==> config.mk <==
export PLATFORM = sky130hd
export DESIGN_NAME = i2c_cmd_arbiter_flat
export DESIGN_NICKNAME = d
export VERILOG_FILES = /design/src/rtl/i2c_cmd_arbiter_if.sv /design/src/rtl/i2c_cmd_arbiter.sv /design/src/flat_wrapper.sv
export SDC_FILE = /design/constraint.sdc
export NUM_CORES = 1
export LEC_CHECK = 0
export ABC_AREA = 1
export CORE_MARGIN = 1.5
export CORE_UTILIZATION = 60
export CTS_CLUSTER_SIZE = 20
export DETAILED_ROUTE_END_ITERATION = 7
export DONT_BUFFER_PORTS = 1
export PLACE_DENSITY = 0.81
export SYNTH_ARGS = -nofsm -noshare
export SYNTH_HDL_FRONTEND = slang
export SYNTH_SLANG_ARGS = --single-unit
==> constraint.sdc <==
create_clock -name clk -period 2.55 [get_ports clk]
set_input_delay 0.51 -clock clk [delete_from_list [all_inputs] [get_ports clk]]
set_output_delay 0.51 -clock clk [all_outputs]
set_load 0.01 [all_outputs]
==> src/rtl/i2c_cmd_arbiter_if.sv <==
// i2c_master side of the command arbiter: command FIFO, receive FIFO and
// the completion/NACK status pulses.
interface i2c_cmd_arbiter_if;
    logic       i2c_cmd_fifo_push;
    logic [9:0] i2c_cmd_fifo_din;
    logic       i2c_cmd_fifo_full;
    logic       i2c_rxd_fifo_pop;
    logic [7:0] i2c_rxd_fifo_dout;
    logic       i2c_rxd_fifo_empty;
    logic       i2c_txd_cmp;
    logic       i2c_rxd_cmp;
    logic       i2c_addr_noack_err;
    logic       i2c_data_noack_err;

    modport master (
        output i2c_cmd_fifo_push, i2c_cmd_fifo_din, i2c_rxd_fifo_pop,
        input  i2c_cmd_fifo_full, i2c_rxd_fifo_dout, i2c_rxd_fifo_empty,
        input  i2c_txd_cmp, i2c_rxd_cmp, i2c_addr_noack_err, i2c_data_noack_err
    );

    modport slave (
        input  i2c_cmd_fifo_push, i2c_cmd_fifo_din, i2c_rxd_fifo_pop,
        output i2c_cmd_fifo_full, i2c_rxd_fifo_dout, i2c_rxd_fifo_empty,
        output i2c_txd_cmp, i2c_rxd_cmp, i2c_addr_noack_err, i2c_data_noack_err
    );
endinterface

==> src/rtl/i2c_cmd_arbiter.sv <==
// Round-robin arbiter sharing one i2c_master FIFO pair between NREQ requesters,
// one whole transaction at a time, with a completion timeout and receive flush.
module i2c_cmd_arbiter #(
    parameter int NREQ        = 2,
    parameter int TIMEOUT_CYC = 100000
) (
    input  logic                 clk,
    input  logic                 rst,
    input  logic [NREQ-1:0]      req,
    input  logic [NREQ-1:0]      req_cmd_push,
    input  logic [NREQ*10-1:0]   req_cmd_din,
    output logic [NREQ-1:0]      req_cmd_full,
    input  logic [NREQ-1:0]      req_rxd_pop,
    output logic [7:0]           req_rxd_dout,
    output logic [NREQ-1:0]      req_rxd_empty,
    output logic [NREQ-1:0]      grant,
    output logic [NREQ-1:0]      req_txn_done,
    output logic [NREQ-1:0]      req_err,
    i2c_cmd_arbiter_if.master    i2c
);
    localparam int IDX_W = (NREQ > 1) ? $clog2(NREQ) : 1;
    localparam int CNT_W = (TIMEOUT_CYC > 0) ? $clog2(TIMEOUT_CYC + 1) : 1;
    localparam bit TIMEOUT_EN = (TIMEOUT_CYC > 0);
    localparam logic [CNT_W-1:0] TIMEOUT_VAL = CNT_W'(TIMEOUT_CYC);

    typedef enum logic [2:0] {
        ST_IDLE, ST_OWN, ST_WAIT_CMP, ST_DRAIN, ST_FLUSH, ST_RELEASE
    } state_t;

    state_t            state_r, state_s;
    logic [NREQ-1:0]   grant_r, grant_s;
    logic [NREQ-1:0]   done_r, done_s;
    logic [NREQ-1:0]   req_err_r, req_err_s;
    logic [IDX_W-1:0]  owner_r, owner_s;
    logic [IDX_W-1:0]  ptr_r, ptr_s;
    logic [IDX_W-1:0]  win_idx_s;
    logic              win_found_s;
    logic [CNT_W-1:0]  cnt_r, cnt_s, cnt_inc_s;
    logic              err_r, err_s;
    logic              in_txn_s, nack_s, cmp_s, timeout_hit_s, stop_acc_s;
    logic [9:0]        owner_din_s;

    // Index offset from a base, wrapped modulo NREQ.
    function automatic logic [IDX_W-1:0] rr_idx(input logic [IDX_W-1:0] base, input int off);
        int sum;
        sum = int'(base) + off;
        return (sum >= NREQ) ? IDX_W'(sum - NREQ) : IDX_W'(sum);
    endfunction

    assign in_txn_s      = (state_r == ST_OWN) || (state_r == ST_WAIT_CMP) || (state_r == ST_DRAIN);
    assign nack_s        = i2c.i2c_addr_noack_err | i2c.i2c_data_noack_err;
    assign cmp_s         = i2c.i2c_txd_cmp | i2c.i2c_rxd_cmp;
    assign cnt_inc_s     = cnt_r + {{(CNT_W-1){1'b0}}, 1'b1};
    assign timeout_hit_s = TIMEOUT_EN && (cnt_inc_s == TIMEOUT_VAL);
    assign owner_din_s   = req_cmd_din[int'(owner_r)*10 +: 10];

    assign i2c.i2c_cmd_fifo_push = (state_r == ST_OWN) & req_cmd_push[owner_r] & ~i2c.i2c_cmd_fifo_full;
    assign i2c.i2c_cmd_fifo_din  = owner_din_s;
    assign i2c.i2c_rxd_fifo_pop  = (state_r == ST_FLUSH) ? ~i2c.i2c_rxd_fifo_empty
                                 : (in_txn_s & req_rxd_pop[owner_r] & ~i2c.i2c_rxd_fifo_empty);
    assign stop_acc_s   = i2c.i2c_cmd_fifo_push & owner_din_s[8];
    assign req_rxd_dout = i2c.i2c_rxd_fifo_dout;
    assign grant        = grant_r;
    assign req_txn_done = done_r;
    assign req_err      = req_err_r;

    // Per-requester backpressure and receive-empty views; non-owners see a blocked FIFO pair.
    always_comb begin
        for (int i = 0; i < NREQ; i++) begin
            req_cmd_full[i]  = (grant_r[i] && (state_r == ST_OWN)) ? i2c.i2c_cmd_fifo_full : 1'b1;
            req_rxd_empty[i] = (grant_r[i] && in_txn_s) ? i2c.i2c_rxd_fifo_empty : 1'b1;
        end
    end

    // Round-robin pick: first requester at or after the pointer.
    always_comb begin
        win_found_s = 1'b0;
        win_idx_s   = '0;
        for (int i = 0; i < NREQ; i++) begin
            if (!win_found_s && req[rr_idx(ptr_r, i)]) begin
                win_found_s = 1'b1;
                win_idx_s   = rr_idx(ptr_r, i);
            end else begin
                win_found_s = win_found_s;
            end
        end
    end

    // Next-state and next-register logic for the ownership FSM.
    always_comb begin
        state_s   = state_r;
        grant_s   = grant_r;
        owner_s   = owner_r;
        ptr_s     = ptr_r;
        cnt_s     = cnt_r;
        err_s     = err_r | (nack_s & in_txn_s);
        done_s    = '0;
        req_err_s = req_err_r;
        case (state_r)
            ST_IDLE: begin
                if (win_found_s) begin
                    state_s = ST_OWN;
                    grant_s = {{(NREQ-1){1'b0}}, 1'b1} << win_idx_s;
                    owner_s = win_idx_s;
                    ptr_s   = rr_idx(win_idx_s, 1);
                end else begin
                    state_s = ST_IDLE;
                end
            end
            ST_OWN: begin
                // cmp pulses seen here belong to an earlier transaction
                if (stop_acc_s) begin
                    state_s = ST_WAIT_CMP;
                    cnt_s   = '0;
                end else begin
                    state_s = ST_OWN;
                end
            end
            ST_WAIT_CMP: begin
                cnt_s = cnt_inc_s;
                if (cmp_s) begin
                    state_s = ST_DRAIN;
                end else if (timeout_hit_s) begin
                    err_s   = 1'b1;
                    state_s = ST_FLUSH;
                end else begin
                    state_s = ST_WAIT_CMP;
                end
            end
            ST_DRAIN: begin
                cnt_s = cnt_inc_s;
                if (i2c.i2c_rxd_fifo_empty) begin
                    state_s = ST_RELEASE;
                end else if (timeout_hit_s) begin
                    err_s   = 1'b1;
                    state_s = ST_FLUSH;
                end else begin
                    state_s = ST_DRAIN;
                end
            end
            ST_FLUSH: begin
                if (i2c.i2c_rxd_fifo_empty) begin
                    state_s = ST_RELEASE;
                end else begin
                    state_s = ST_FLUSH;
                end
            end
            ST_RELEASE: begin
                state_s = ST_IDLE;
                grant_s = '0;
                err_s   = 1'b0;
                cnt_s   = '0;
            end
            default: begin
                state_s = ST_IDLE;
                grant_s = '0;
                err_s   = 1'b0;
                cnt_s   = '0;
            end
        endcase
        // Done pulse and error status are registered so they line up with the RELEASE cycle.
        if (state_s == ST_RELEASE) begin
            done_s    = grant_r;
            req_err_s = (req_err_r & ~grant_r) | (grant_r & {NREQ{err_s}});
        end else begin
            done_s    = '0;
        end
    end

    // State and status registers.
    always_ff @(posedge clk or negedge rst) begin
        if (!rst) begin
            state_r   <= ST_IDLE;
            grant_r   <= '0;
            owner_r   <= '0;
            ptr_r     <= '0;
            cnt_r     <= '0;
            err_r     <= 1'b0;
            done_r    <= '0;
            req_err_r <= '0;
        end else begin
            state_r   <= state_s;
            grant_r   <= grant_s;
            owner_r   <= owner_s;
            ptr_r     <= ptr_s;
            cnt_r     <= cnt_s;
            err_r     <= err_s;
            done_r    <= done_s;
            req_err_r <= req_err_s;
        end
    end
endmodule

==> src/flat_wrapper.sv <==
// flat-port wrapper written by rule: the top's interface ports become plain ports
module i2c_cmd_arbiter_flat 
#(
    parameter int NREQ        = 2,
    parameter int TIMEOUT_CYC = 100000
)
  (clk, rst, req, req_cmd_push, req_cmd_din, req_cmd_full, req_rxd_pop, req_rxd_dout, req_rxd_empty, grant, req_txn_done, req_err, i2c_i2c_cmd_fifo_push, i2c_i2c_cmd_fifo_din, i2c_i2c_rxd_fifo_pop, i2c_i2c_cmd_fifo_full, i2c_i2c_rxd_fifo_dout, i2c_i2c_rxd_fifo_empty, i2c_i2c_txd_cmp, i2c_i2c_rxd_cmp, i2c_i2c_addr_noack_err, i2c_i2c_data_noack_err);
  i2c_cmd_arbiter_if i2c_i ();
  input  logic clk;
  input  logic rst;
  input  logic [NREQ-1:0] req;
  input  logic [NREQ-1:0] req_cmd_push;
  input  logic [NREQ*10-1:0] req_cmd_din;
  output logic [NREQ-1:0] req_cmd_full;
  input  logic [NREQ-1:0] req_rxd_pop;
  output logic [7:0] req_rxd_dout;
  output logic [NREQ-1:0] req_rxd_empty;
  output logic [NREQ-1:0] grant;
  output logic [NREQ-1:0] req_txn_done;
  output logic [NREQ-1:0] req_err;
  output wire logic [$bits(i2c_i.i2c_cmd_fifo_push)-1:0] i2c_i2c_cmd_fifo_push;
  output wire logic [$bits(i2c_i.i2c_cmd_fifo_din)-1:0] i2c_i2c_cmd_fifo_din;
  output wire logic [$bits(i2c_i.i2c_rxd_fifo_pop)-1:0] i2c_i2c_rxd_fifo_pop;
  input wire logic [$bits(i2c_i.i2c_cmd_fifo_full)-1:0] i2c_i2c_cmd_fifo_full;
  input wire logic [$bits(i2c_i.i2c_rxd_fifo_dout)-1:0] i2c_i2c_rxd_fifo_dout;
  input wire logic [$bits(i2c_i.i2c_rxd_fifo_empty)-1:0] i2c_i2c_rxd_fifo_empty;
  input wire logic [$bits(i2c_i.i2c_txd_cmp)-1:0] i2c_i2c_txd_cmp;
  input wire logic [$bits(i2c_i.i2c_rxd_cmp)-1:0] i2c_i2c_rxd_cmp;
  input wire logic [$bits(i2c_i.i2c_addr_noack_err)-1:0] i2c_i2c_addr_noack_err;
  input wire logic [$bits(i2c_i.i2c_data_noack_err)-1:0] i2c_i2c_data_noack_err;
  assign i2c_i2c_cmd_fifo_push = i2c_i.i2c_cmd_fifo_push;
  assign i2c_i2c_cmd_fifo_din = i2c_i.i2c_cmd_fifo_din;
  assign i2c_i2c_rxd_fifo_pop = i2c_i.i2c_rxd_fifo_pop;
  assign i2c_i.i2c_cmd_fifo_full = i2c_i2c_cmd_fifo_full;
  assign i2c_i.i2c_rxd_fifo_dout = i2c_i2c_rxd_fifo_dout;
  assign i2c_i.i2c_rxd_fifo_empty = i2c_i2c_rxd_fifo_empty;
  assign i2c_i.i2c_txd_cmp = i2c_i2c_txd_cmp;
  assign i2c_i.i2c_rxd_cmp = i2c_i2c_rxd_cmp;
  assign i2c_i.i2c_addr_noack_err = i2c_i2c_addr_noack_err;
  assign i2c_i.i2c_data_noack_err = i2c_i2c_data_noack_err;
  i2c_cmd_arbiter #(.NREQ(NREQ), .TIMEOUT_CYC(TIMEOUT_CYC)) u_core (.clk(clk), .rst(rst), .req(req), .req_cmd_push(req_cmd_push), .req_cmd_din(req_cmd_din), .req_cmd_full(req_cmd_full), .req_rxd_pop(req_rxd_pop), .req_rxd_dout(req_rxd_dout), .req_rxd_empty(req_rxd_empty), .grant(grant), .req_txn_done(req_txn_done), .req_err(req_err), .i2c(i2c_i));
endmodule
Word-level counts from Yosys, hierarchy flattened

Cells that the tools add are included.

Logic and storage cells: 101
Input port bits: 42
Output and inout bits: 30
Bits in registers: 29

Shift-type cells: 2
Equality and inequality tests: 8
Magnitude comparators: 6
Bitwise operators: 17
Reduce and logical (&&, ||, !) cells: 16
Mux-type cells: 37
Add/subtract/negate cells: 6
Multipliers: 1

Operators by type and width:

| kind                                                                   | count |
|---|---|
| 17-bit case mux with 3 select lines                                    | 1 |
| 20-bit by 32-bit indexed part select with 10-bit output                | 1 |
| 1-bit 2-to-1 mux                                                       | 25 |
| 17-bit by 1-bit adder with 17-bit output (second input constant)       | 1 |
| 17-bit equality test (second input constant)                           | 1 |
| 17-bit 2-to-1 mux                                                      | 1 |
| 3-bit case mux with 5 select lines                                     | 1 |
| 3-bit 2-to-1 mux                                                       | 4 |
| 1-bit AND                                                              | 6 |
| 3-bit by 2-bit equality test with 1-bit output (second input constant) | 2 |
| 3-bit equality test (second input constant)                            | 2 |
| 1-bit by 2-bit < comparator with 1-bit output (second input constant)  | 3 |
| 2-bit 2-to-1 mux                                                       | 3 |
| 2-bit AND reduction                                                    | 3 |
| 1-bit logical AND                                                      | 5 |
| 1-bit by 1-bit adder with 2-bit output (second input constant)         | 2 |
| 2-bit AND                                                              | 2 |
| 2-bit greater-or-equal comparator (second input constant)              | 2 |
| 1-bit by 3-bit multiplier with 4-bit output (second input constant)    | 1 |
| 2-bit by 1-bit != test with 1-bit output (second input constant)       | 2 |
| 1-bit inverter                                                         | 4 |
| 2-bit case mux with 2 select lines                                     | 1 |
| 2-bit OR reduction                                                     | 2 |
| 4-bit OR reduction                                                     | 1 |
| 12 further kinds                                                       | 17 |

Logic depth before layout (Yosys ltp)

Gate-level depths: netlist of the first run.

Depth after elaboration: 12
Mapped depth: 16

Worst setup path before layout of the first run

OpenSTA, ideal clock, no wires.

Path type: reg-to-reg
From: reg u_core.cnt_r[0]
To: reg u_core.state_r[0]
Library setup time: 0.146 ns
Cell stages (with the launch flop): 13
Slack: 0.811 ns
Period minus slack after synthesis: 1.739 ns
Arrival: 1.593 ns
Cells stage by stage: dfrtp_1 > ha_1 > nand2_2 > nor2_4 > nand2_2 > nor2_4 > nand2_1 > nand2_1 > nand3_2 > nor2_4 > nand2_1 > nand2_1 > o311ai_0

Longest elaborated chain between the ends: 5

RTL lines:

| item                                     | line                   | text |
|---|---|---|
| start: declaration                       | i2c_cmd_arbiter.sv:38  | `logic [CNT_W-1:0] cnt_r, cnt_s, cnt_inc_s;` |
| start signal: assignment                 | i2c_cmd_arbiter.sv:186 | `cnt_r <= cnt_s;` |
| 17-bit by 1-bit adder with 17-bit output | i2c_cmd_arbiter.sv:53  | `assign cnt_inc_s = cnt_r + {{(CNT_W-1){1'b0}}, 1'b1};` |
| 17-bit equality test                     | i2c_cmd_arbiter.sv:54  | `assign timeout_hit_s = TIMEOUT_EN && (cnt_inc_s == TIMEOUT_VAL);` |
| 3-bit 2-to-1 mux                         | i2c_cmd_arbiter.sv:134 | `end else if (timeout_hit_s) begin` |
| 3-bit 2-to-1 mux                         | i2c_cmd_arbiter.sv:132 | `if (i2c.i2c_rxd_fifo_empty) begin` |
| 3-bit case mux with 5 select lines       | i2c_cmd_arbiter.sv:99  | `case (state_r)` |
| via u_core.state_s[0]                    | i2c_cmd_arbiter.sv:30  | `state_t state_r, state_s;` |
| end signal: assignment                   | i2c_cmd_arbiter.sv:182 | `state_r <= state_s;` |
| end: declaration                         | i2c_cmd_arbiter.sv:30  |  |

The timed path passes the listed nets, and every way through them passes these cells.
A chain may end at the register's enable or synchronous reset.

Worst setup path in the final report of the first run

From: reg u_core.owner_r
To: out i2c_i2c_rxd_fifo_pop

Longest elaborated chain between the ends: 5

RTL lines:

| item                                                 | line                   | text |
|---|---|---|
| start: declaration                                   | i2c_cmd_arbiter.sv:34  | `logic [IDX_W-1:0] owner_r, owner_s;` |
| start signal: assignment                             | i2c_cmd_arbiter.sv:184 | `owner_r <= owner_s;` |
| 1-bit 2-to-1 mux (implied by the code) (2 in series) | i2c_cmd_arbiter.sv:60  | `: (in_txn_s & req_rxd_pop[owner_r] & ~i2c.i2c_rxd_fifo_empty);` |
| 1-bit AND (2 in series)                              | i2c_cmd_arbiter.sv:60  |  |
| 1-bit 2-to-1 mux                                     | i2c_cmd_arbiter.sv:59  | `assign i2c.i2c_rxd_fifo_pop = (state_r == ST_FLUSH) ? ~i2c.i2c_rxd_fifo_empty` |
| end: declaration                                     | flat_wrapper.sv:23     | `output wire logic [$bits(i2c_i.i2c_rxd_fifo_pop)-1:0] i2c_i2c_rxd_fifo_pop;` |

Every way passes these cells. The select of a mux whose other input is x is not followed.

==> results of run 1 <==
## stage by stage
step	hold WS (ps)	instances	power [W]	cell area (sq um)	worst slack (ps)
after global placement	215	324	0.00128	1990	537
after global routing	288	334	0.00169	2070	209
after detailed placement	215	324	0.00129	1990	492
after CTS	280	334	0.00158	2070	394
final	290	334	0.00157	2070	411
after floorplan	214	291	0.00118	2000	811
## flip-flops by register name, indices dropped and copies added (netlist names), named ones only
register             count
u_core.cnt_r            17
u_core.err_r             1
u_core.grant             2
u_core.owner_r           1
u_core.ptr_r             1
u_core.req_txn_done      2
u_core.state_r           3
## cell usage after synthesis, drive strengths merged
cell	count	area [sq um]
a21boi	1	7.51
a21oi	4	20.0
buf	11	76.3
clkbuf	2	7.51
dfrtp	29	726
ha	1	12.5
inv	35	131
nand2	112	448
nand3	17	105
nand4	6	43.8
nor2	38	205
nor3	4	30.0
nor4	1	6.26
o211ai	1	7.51
o21ai	18	90.1
o22ai	8	50.1
o311ai	1	8.76
xor2	2	25.0
## power groups by stage
stage | combinational, W | sequential [W] | clock [W]
2_1_floorplan | 0.000534 | 0.000645 | 0
6_report | 0.000616 | 0.000683 | 0.000273
4_1_cts | 0.000618 | 0.000682 | 0.000281
3_3_place_gp | 0.000592 | 0.000686 | 0
3_5_place_dp | 0.000605 | 0.000689 | 0
5_1_grt | 0.000695 | 0.000701 | 0.000297
## routing by layer
metal	up-vias	part of all wire [%]	global-route usage (%)	wire, microns
li1	913	-	-	-
met1	826	43	30.9	1760
met2	54	50	42.7	2090
met3	6	5.6	7.46	231
met4	0	1.3	9.94	52
met5	-	0	0	0
## final timing paths
path | to
max | i2c_i2c_rxd_fifo_pop
min | u_core.state_r[1]
max reg2reg | u_core.cnt_r[6]
min reg2reg | u_core.ptr_r
max in group asynchronous | u_core.grant[1]
min in group asynchronous | u_core.grant[0]
## cell type report
type / count / share of cell area, %
timing repair buffer: 4 / 2.17
sequential: 29 / 35.0
clock inverter: 3 / 0.845
clock buffer: 5 / 1.81
multi-input combinational: 214 / 51.1
tap: 44 / 2.66
inverter: 35 / 6.34
## cell families after synthesis
logic type / count (synthesis)
simple gates: 178
buf+inv: 48
fa+ha+maj: 1
compound gates: 33
flops: 29
xor+xnor: 2
## timing repair
item	in CTS	in global routing
hold buffers	2	0
resized for setup	0	0
endpoints found under the hold margin	29	0
setup endpoints to repair	0	0
==> results.md, run 1 <==
- Outcome: complete, no violations
- Clock latency on the worst-skew pair: 340 ps
- Slew Limit Fails: 0
- Adder-cell area share of the yosys netlist: 0.625%
- Max Cap Violations: 0
- Gr ovfl total: 0
- CP delay by family, top: flip-flops
- Crit share post-route: 83.9%
- Setup crit start kind: flip-flop
- Net count reported at finish: 332
- Psw: 0.000729 W
- Slowest Stage Delay on Critical Path: 510 ps
- Most common cell after layout, fill and taps aside: nand2_1
- Multi-input logic area: 1060 sq um
- Leak: 0.922 nW
- Fin. Hold Viols: 0
- Core area: 3100 sq um
- CP max FO: 13
- Horiz. Die Dim: 60.7 microns
- Die Span Y: 60.7 microns
- First-pass GRT wire length: 6.91 mm
- DP Wirelength: 3.22 mm
- Xor and xnor fraction of the mapped netlist area: 1.25%
- Initial Util: 64.5%
- Fin Setup TNS: 0 ps
- DRT Wirelength: 4.13 mm
- Hold path cells: 1
- IO Pins: 72
- Crit path kind: flip-flop to output pin
- Area growth from synthesis to layout: 3.56%
- Layout fillers: 303
- Via-to-Cell Ratio: 5.39
- Part of the power in registers: 43.5%
- Die area: 3690 sq um
- Post-synthesis simple-gate area fraction: 41.9%
- Drt pass-1 iters: 4
- P_int: 0.000842 W
- Worst-Margin Slew: 407 ps
- Area fraction in compound gates after synthesis: 9.19%
- DRC: 0
- Finish-stage setup viols: 0
- R2R depth: 9
- Critical-path top delay cell: dfrtp_1
- CP Cell Sequence: inv_1, nand2_1, nand2_1, nand2_1, a21oi_1
- Hold Startpoint: i2c_i2c_rxd_fifo_empty
- Post-Syn Instances: 291
- Worst Path Required: 2040 ps
- Switch share: 46.4%
- Tot GR Track Use: 25.5%
- Vias: 1799
- Clock share of power: 17.4%
- Synthesized area: 2000 sq um
- ANT cells: 0
- Crit path buf inv count: 1
- Largest net degree at the start of global routing: 30
- Final core occ: 66.8%
- CTS Root Cell: clkbuf_4
- Clock tree sinks: 29
- Clk buf depth: 2
- Register area: 726 sq um
- #FFs+latches synth: 29
- WP depth: 5
- Routed Antenna Nets: 0
- PD cells: 758 nW/um^2
- Hold WC Path Type: input port to flip-flop
- Critical path arrival: 1630 ps
- Post-synthesis mux area share: 0%
- Clk slew on worst S/H paths: 90 ps
- Register area share after synthesis: 36.3%
- Synth cell types: 29
- Worst Setup End Kind: output pin
- Drt initial violations: 58
- Synth warn: 0
- Peak Freq: 0.467 GHz
- Initial antenna violation count: 0
- Postcts setup bufs: 0
- IO buf count: 0
- Avg Inst Size Synth: 6.88 sq um
- R2R Setup Slk: 500 ps
- DR WL/cell: 12.4 microns
- Total CTS buffers: 5
- Crit path time final: 2140 ps
- CTS HTree Levels: 2
- Vias in the first global route: 1646
- GPL Wtd Cong: 0.808
- Largest family of logic cells by synthesized area: simple AND/OR/NAND/NOR gates
- Net count after synthesis: 334
- RR Startpoint: u_core.owner_r
- Most frequent cells in the layout: 101 x nand2_1, 32 x inv_1, 29 x dfrtp_1
- Fin Clk Skew: 9.29 ps
- Most used cell, CP: nand2_1
- Row count: 20
- Comb power frac: 39.2%
- RSZ-0062 raised after global routing: false
- Maximum vdd drop: 0.579 mV
- Slew headroom: 72.6%
- CTS tree: done
- Layout cells sized above 1: 15.9%
- Worst Setup SP: u_core.owner_r
No activity file was read; power rests on OpenSTA's default activity.
==> inputs of run 2 (changes only) <==
CORE_UTILIZATION = 57   (was 60)
PLACE_DENSITY = 0.8   (was 0.81)
clock period = 1.9 ns   (was 2.55 ns; I/O delays follow)
==> run 2 against run 1 <==
Compared with the run above:
- the flow now finishes with violations (setup timing)
- highest routed layer unchanged
- critical path depth grew 10
- wire length rose by 11%
- sequential power grew 33%
==> results.md, run 2 (same netlist as run 1, synthesis figures left out) <==
- RR Startpoint: u_core.cnt_r[0] (was u_core.owner_r)
- Finish-stage setup viols: 1 (was 0)
- DRC: 0 (unchanged)
- Fin Clk Skew: 7.78 ps (was 9.29 ps)
- Row count: 21 (was 20)
- DRT Wirelength: 4.60 mm (was 4.13 mm)
- Post-Place Cells: 333 (was 324)
- IO Pins: 72 (unchanged)
- Setup crit start kind: flip-flop (unchanged)
- Worst Path Required: 2170 ps (was 2040 ps)
- Clk slew on worst S/H paths: 90 ps (about the same)
- Initial Util: 59.5% (was 64.5%)
- Leak: 1.04 nW (was 0.922 nW)
- Failing checks: setup timing
- CTS tree: done (unchanged)
- Fin. Hold Viols: 0 (unchanged)
- Tot Pwr: 0.00241 W (was 0.00157 W)
- Worst setup margin: -3.79 ps (was 411 ps)
- PD cells: 1050 nW/um^2 (was 758 nW/um^2)
- Drt initial violations: 83 (was 58)
- Slew Limit Fails: 0 (unchanged)
- Max Cap Violations: 0 (unchanged)
- RSZ-0062 raised after global routing: true (was false)
- Regs by FF count: u_core.cnt_r (17), u_core.state_r (3) (unchanged)
- Worst Setup End Kind: flip-flop (was output pin)
- Layout fillers: 281 (was 303)
- IO buf count: 0 (unchanged)
- Most common cell after layout, fill and taps aside: nand2_1 (unchanged)
- Top reg by flops: u_core.cnt_r (unchanged)
- Drt pass-1 iters: 5 (was 4)
- Tot GR Track Use: 25.7% (was 25.5%)
- Crit path kind: flip-flop to flip-flop (was flip-flop to output pin)
- Area growth from synthesis to layout: 14.9% (was 3.56%)
- Final std cells w/o fill: 348 (was 334)
- Routed Antenna Nets: 0 (unchanged)
- Peak Freq: 0.525 GHz
- CP max FO: 4 (was 13)
- Maximum vdd drop: 0.743 mV (was 0.579 mV)
- Worst Setup SP: u_core.cnt_r[0] (was u_core.owner_r)
- Outcome: finished, violations left (was complete, no violations)
- Slew headroom: 72.2% (was 72.6%)
- GPL Wtd Cong: 0.917 (was 0.808)
- DR WL/cell: 13.2 microns (was 12.4 microns)
- Largest net degree at the start of global routing: 30 (unchanged)
- Vias: 1894 (was 1799)
- First-pass GRT wire length: 7.87 mm (was 6.91 mm)
- Worst-Margin Slew: 417 ps (was 407 ps)
- CTS Root Cell: clkbuf_4 (unchanged)
- Via-to-Cell Ratio: 5.44 (was 5.39)
- Horiz. Die Dim: 62.2 microns (was 60.7 microns)
- Layout cells sized above 1: 25.8% (was 15.9%)
- Initial antenna violation count: 0 (unchanged)
- Hold WC Path Type: input port to flip-flop (unchanged)
- Clock latency on the worst-skew pair: 330 ps (was 340 ps)
- Total CTS buffers: 5 (unchanged)
- Net count reported at finish: 344 (was 332)
- Gr ovfl total: 0 (unchanged)
- Largest register FFs: 17 (unchanged)
- Die Span Y: 62.2 microns (was 60.7 microns)
- Crit share post-route: 100%
- Vias in the first global route: 1786 (was 1646)
- Core area: 3360 sq um (was 3100 sq um)
- Clk buf depth: 2 (unchanged)
- Die area: 3870 sq um (was 3690 sq um)
- DP Wirelength: 3.38 mm (was 3.22 mm)
- ANT cells: 0 (unchanged)
- CTS HTree Levels: 2 (unchanged)
- Hold Startpoint: i2c_i2c_rxd_fifo_empty (unchanged)
- Critical path arrival: 2170 ps (was 1630 ps)
- Fin Setup TNS: -3.79 ps (was 0 ps)
- Most frequent cells in the layout: 95 x nand2_1, 32 x inv_1, 24 x dfrtp_1 (was 101 x nand2_1, 32 x inv_1, 29 x dfrtp_1)
- Crit path time final: 1900 ps
- Clock tree sinks: 29 (unchanged)
## run 2: changes by cell type in the layout (fill, tap and decap cells not counted), moves of 2 or more
cell	change
nor2_4	+4
buf_4	+11
nor2_1	-2
nand2_4	+2
nand2_1	-6
clkbuf_8	+2
dfrtp_2	+5
dfrtp_1	-5
nand2_2	+4
nor2_2	-2
nand3_1	-4
nand3_2	+3
## run 2: timing repair
action,CTS,global route
gates resized for setup,4,26
pin swaps,0,9
hold buffers,2,0
setup endpoints to repair,5,23
hold endpoints to repair,29,0
setup buffers,0,5
gates cloned,0,0
## run 2: stage by stage
step                cell area, sq um  hold slack, ps  setup slack [ps]  utilization [%]
CTS                             2170             167              6.82             64.4
global route                    2300             157              -178             68.3
finish                          2300             182             -3.79             68.3
global placement                2040            85.3              71.0             60.7
detailed placement              2040            85.2             -24.6             60.7
floorplan                       2000            84.4               161                -
## run 2: power by group
part	switching, W	internal [W]
Clock	0.000215	0.000214
Sequential	0.000158	0.000747
Combinational	0.000684	0.000388
Total	0.00106	0.00135
## run 2: worst paths after layout
kind                            slack [ps]           endpoint  cells after the start
worst max register to register          -4          flip-flop                     15
worst min register to register         550       u_core.ptr_r                      2
max in group asynchronous             1230    u_core.cnt_r[1]                      2
worst max-delay path                    -4          flip-flop                     15
min in group asynchronous              490   u_core.cnt_r[14]                      2
worst min-delay path                   180  u_core.state_r[1]                      1
## run 2: metal layers
layer | track usage (%) | up-vias | wire (microns)
li1 | - | 935 | -
met1 | 30.9 | 864 | 1850
met2 | 42.0 | 84 | 2360
met3 | 8.33 | 11 | 292
met4 | 11.9 | 0 | 95
met5 | 0 | - | 0
## run 2: final cells by class
| type | instances | area (sq um) | share of cell area [%] |
|---|---|---|---|
| multi-input combinational | 214 | 1170 | 50.8 |
| inverter | 35 | 131 | 5.72 |
| clock buffer | 7 | 65.1 | 2.83 |
| tap | 46 | 57.6 | 2.50 |
| timing repair buffer | 16 | 139 | 6.04 |
| clock inverter | 1 | 5.00 | 0.218 |
| sequential | 29 | 732 | 31.8 |
## run 2: critical path: stages (launching register included)
cell and delay, ps:
dfrtp_1 420, ha_4 180, nand2_4 60, nor2_4 160
nand2_4 80, nor2_4 130, nand2_1 70, nand2_2 80
nand3_2 80, nor2_4 190, nand3_2 90, nand2_2 70
inv_2 40, nand2_2 70, nand3_2 60, nand2_1 70
==> inputs of run 3 (changes only) <==
CORE_UTILIZATION = 41   (was 57)
DONT_BUFFER_PORTS = not set   (was 1)
PLACE_DENSITY = 0.82   (was 0.8)
==> run 3 against run 2 <==
Compared with the run above:
- sequential share of layout area fell by 6.8 points
- critical path depth fell by 3
- sequential power fell by 3.0%
- clock skew fell by 1.1 ps
- the run still ends with setup timing left
==> results.md, run 3 (same netlist as run 1, synthesis figures left out) <==
- Largest register FFs: 17 (unchanged)
- P_int: 0.00187 W (was 0.00135 W)
- Initial Util: 42.4% (was 59.5%)
- Maximum vdd drop: 0.696 mV (was 0.743 mV)
- Leak: 1.32 nW (was 1.04 nW)
- Place WS: -209 ps (was -24.6 ps)
- RSZ-0062 raised after global routing: true (unchanged)
- Die Span Y: 72.9 microns (was 62.2 microns)
- Horiz. Die Dim: 72.9 microns (was 62.2 microns)
- Core area: 4720 sq um (was 3360 sq um)
- Net count reported at finish: 410 (was 344)
- DRC: 0 (unchanged)
- Most frequent cells in the layout: 99 x nand2_1, 39 x clkdlybuf4s50_1, 30 x inv_1 (was 95 x nand2_1, 32 x inv_1, 24 x dfrtp_1)
- Hold WC Path Type: input port to async pin (was input port to flip-flop)
- Crit share post-route: 101% (was 100%)
- Worst Path Required: 2020 ps (was 2170 ps)
- DR WL/cell: 12.6 microns (was 13.2 microns)
- Final hold slack: 493 ps (was 182 ps)
- Max Cap Violations: 0 (unchanged)
- ANT cells: 0 (unchanged)
- Crit path buf inv count: 0 (was 1)
- CTS Root Cell: clkbuf_8 (was clkbuf_4)
- Peak Freq: 0.520 GHz (was 0.525 GHz)
- Failing checks: setup timing (unchanged)
- Fin. Hold Viols: 0 (unchanged)
- Fin Clk Skew: 6.70 ps (was 7.78 ps)
- Regs by FF count: u_core.cnt_r (17), u_core.state_r (3) (unchanged)
- Setup crit start kind: flip-flop (unchanged)
- Slowest Stage Delay on Critical Path: 400 ps (was 420 ps)
- CP Cell Sequence: ha_4, nand2_4, nor2_4, nand2_2, nor2_4, nand2_1, nand2_2, nand3_2, nor2_4, nand2_1, nand2_1, o311ai_0 (was ha_4, nand2_4, nor2_4, nand2_4, nor2_4, nand2_1, nand2_2, nand3_2, nor2_4, nand3_2, nand2_2, inv_2, nand2_2, nand3_2, nand2_1)
- Fin area: 2910 sq um (was 2300 sq um)
- Crit path time final: 1920 ps (was 1900 ps)
- Drt pass-1 iters: 4 (was 5)
- Tot GR Track Use: 20.5% (was 25.7%)
- Worst Setup End Kind: flip-flop (unchanged)
- Gr ovfl total: 0 (unchanged)
- Die area: 5310 sq um (was 3870 sq um)
- Most common cell after layout, fill and taps aside: nand2_1 (unchanged)
- Via-to-Cell Ratio: 4.91 (was 5.44)
- First-pass GRT wire length: 8.52 mm (was 7.87 mm)
- Drt initial violations: 126 (was 83)
- Critical-path top delay cell: dfrtp_1 (unchanged)
- Row count: 25 (was 21)
- Routed Antenna Nets: 0 (unchanged)
- Placed inst area: 2690 sq um (was 2040 sq um)
- CP delay by family, top: simple AND/OR/NAND/NOR gates (unchanged)
- Worst-Margin Slew: 375 ps (was 417 ps)
- Vias: 2137 (was 1894)
- Critical path arrival: 2040 ps (was 2170 ps)
- Fin Setup TNS: -47.9 ps (was -3.79 ps)
- Slew headroom: 75.0% (was 72.2%)
- Crit path kind: flip-flop to flip-flop (unchanged)
- Layout cells sized above 1: 22.6% (was 25.8%)
- Vias in the first global route: 2025 (was 1786)
- Slew Limit Fails: 0 (unchanged)
- IO Pins: 72 (unchanged)
- Psw: 0.00122 W (was 0.00106 W)
- PD cells: 1060 nW/um^2 (was 1050 nW/um^2)
- DP Wirelength: 4.09 mm (was 3.38 mm)
- Initial antenna violation count: 0 (unchanged)
- Clock share of power: 18.3% (was 17.8%)
- Clock latency on the worst-skew pair: 280 ps (was 330 ps)
- Largest net degree at the start of global routing: 30 (unchanged)
- Clk buf depth: 2 (unchanged)
- IO buf count: 55 (was 0)
- Worst setup margin: -21.9 ps (was -3.79 ps)
- Comb power frac: 53.3% (was 44.6%)
- Switch share: 39.5% (was 43.9%)
- Area growth from synthesis to layout: 45.2% (was 14.9%)
- GPL Wtd Cong: 0.872 (was 0.917)
- Part of the power in registers: 28.4% (was 37.6%)
- Top reg by flops: u_core.cnt_r (unchanged)
- CP max FO: 4 (unchanged)
- Outcome: finished, violations left (unchanged)
- Clock tree sinks: 29 (unchanged)
- Tot Pwr: 0.00309 W (was 0.00241 W)
- Total CTS buffers: 5 (unchanged)
- CTS tree: done (unchanged)
- Finish-stage setup viols: 3 (was 1)
- DRT Wirelength: 5.46 mm (was 4.60 mm)
- Clk slew on worst S/H paths: 70 ps (was 90 ps)
- CTS HTree Levels: 2 (unchanged)
[run 3: final cells by class]
class                   instances  area (sq um)
repair buffers                 82           752
flip-flops and latches         29           728
clock inverters                 1          5.00
fillers                       395          1820
inverters                      35           131
multi-input cells             214          1110
clock buffers                   7          96.3
well taps                      67          83.8
[run 3: metrics by stage]
| step | util (%) | cells |
|---|---|---|
| 4_1_cts | 59.2 | 428 |
| 6_report | 61.5 | 435 |
| 2_1_floorplan | - | 291 |
| 5_1_grt | 61.5 | 435 |
| 3_5_place_dp | 57.0 | 419 |
| 3_3_place_gp | 57.0 | 419 |
[run 3: routing by layer]
layer	up-vias	part of all wire [%]	GRT usage, %
li1	1062	-	-
met1	1006	45	26.0
met2	61	49	34.0
met3	8	5.7	5.80
met4	0	1.0	5.87
met5	-	0	0
[run 3: power by group through the flow]
| stage | Sequential (W) | Combinational (W) | Clock (W) |
|---|---|---|---|
| after floorplan | 0.000866 | 0.000717 | 0 |
| after global placement | 0.000854 | 0.00149 | 0 |
| after detailed placement | 0.000856 | 0.00153 | 0 |
| after CTS | 0.000855 | 0.00147 | 0.000573 |
| after global routing | 0.000894 | 0.00180 | 0.000598 |
| final | 0.000878 | 0.00165 | 0.000566 |
[run 3: path summary, 6_finish.rpt]
path	to	cells after the start	from	slack, ps
min in group clk	flip-flop	2	flip-flop	510
hold / removal	u_core.cnt_r[13]	2	rst	490
max in group asynchronous	u_core.cnt_r[2]	2	rst	1110
setup / recovery	u_core.state_r[0]	12	u_core.cnt_r[1]	-20
hold reg to reg	flip-flop	2	flip-flop	510
setup reg to reg	u_core.state_r[0]	12	u_core.cnt_r[1]	-20
[run 3: timing repair]
item	in CTS	in global routing
pin swaps	1	9
buffers inserted	1	7
resized for setup	19	20
hold buffers	0	0
endpoints found under the setup margin	16	30
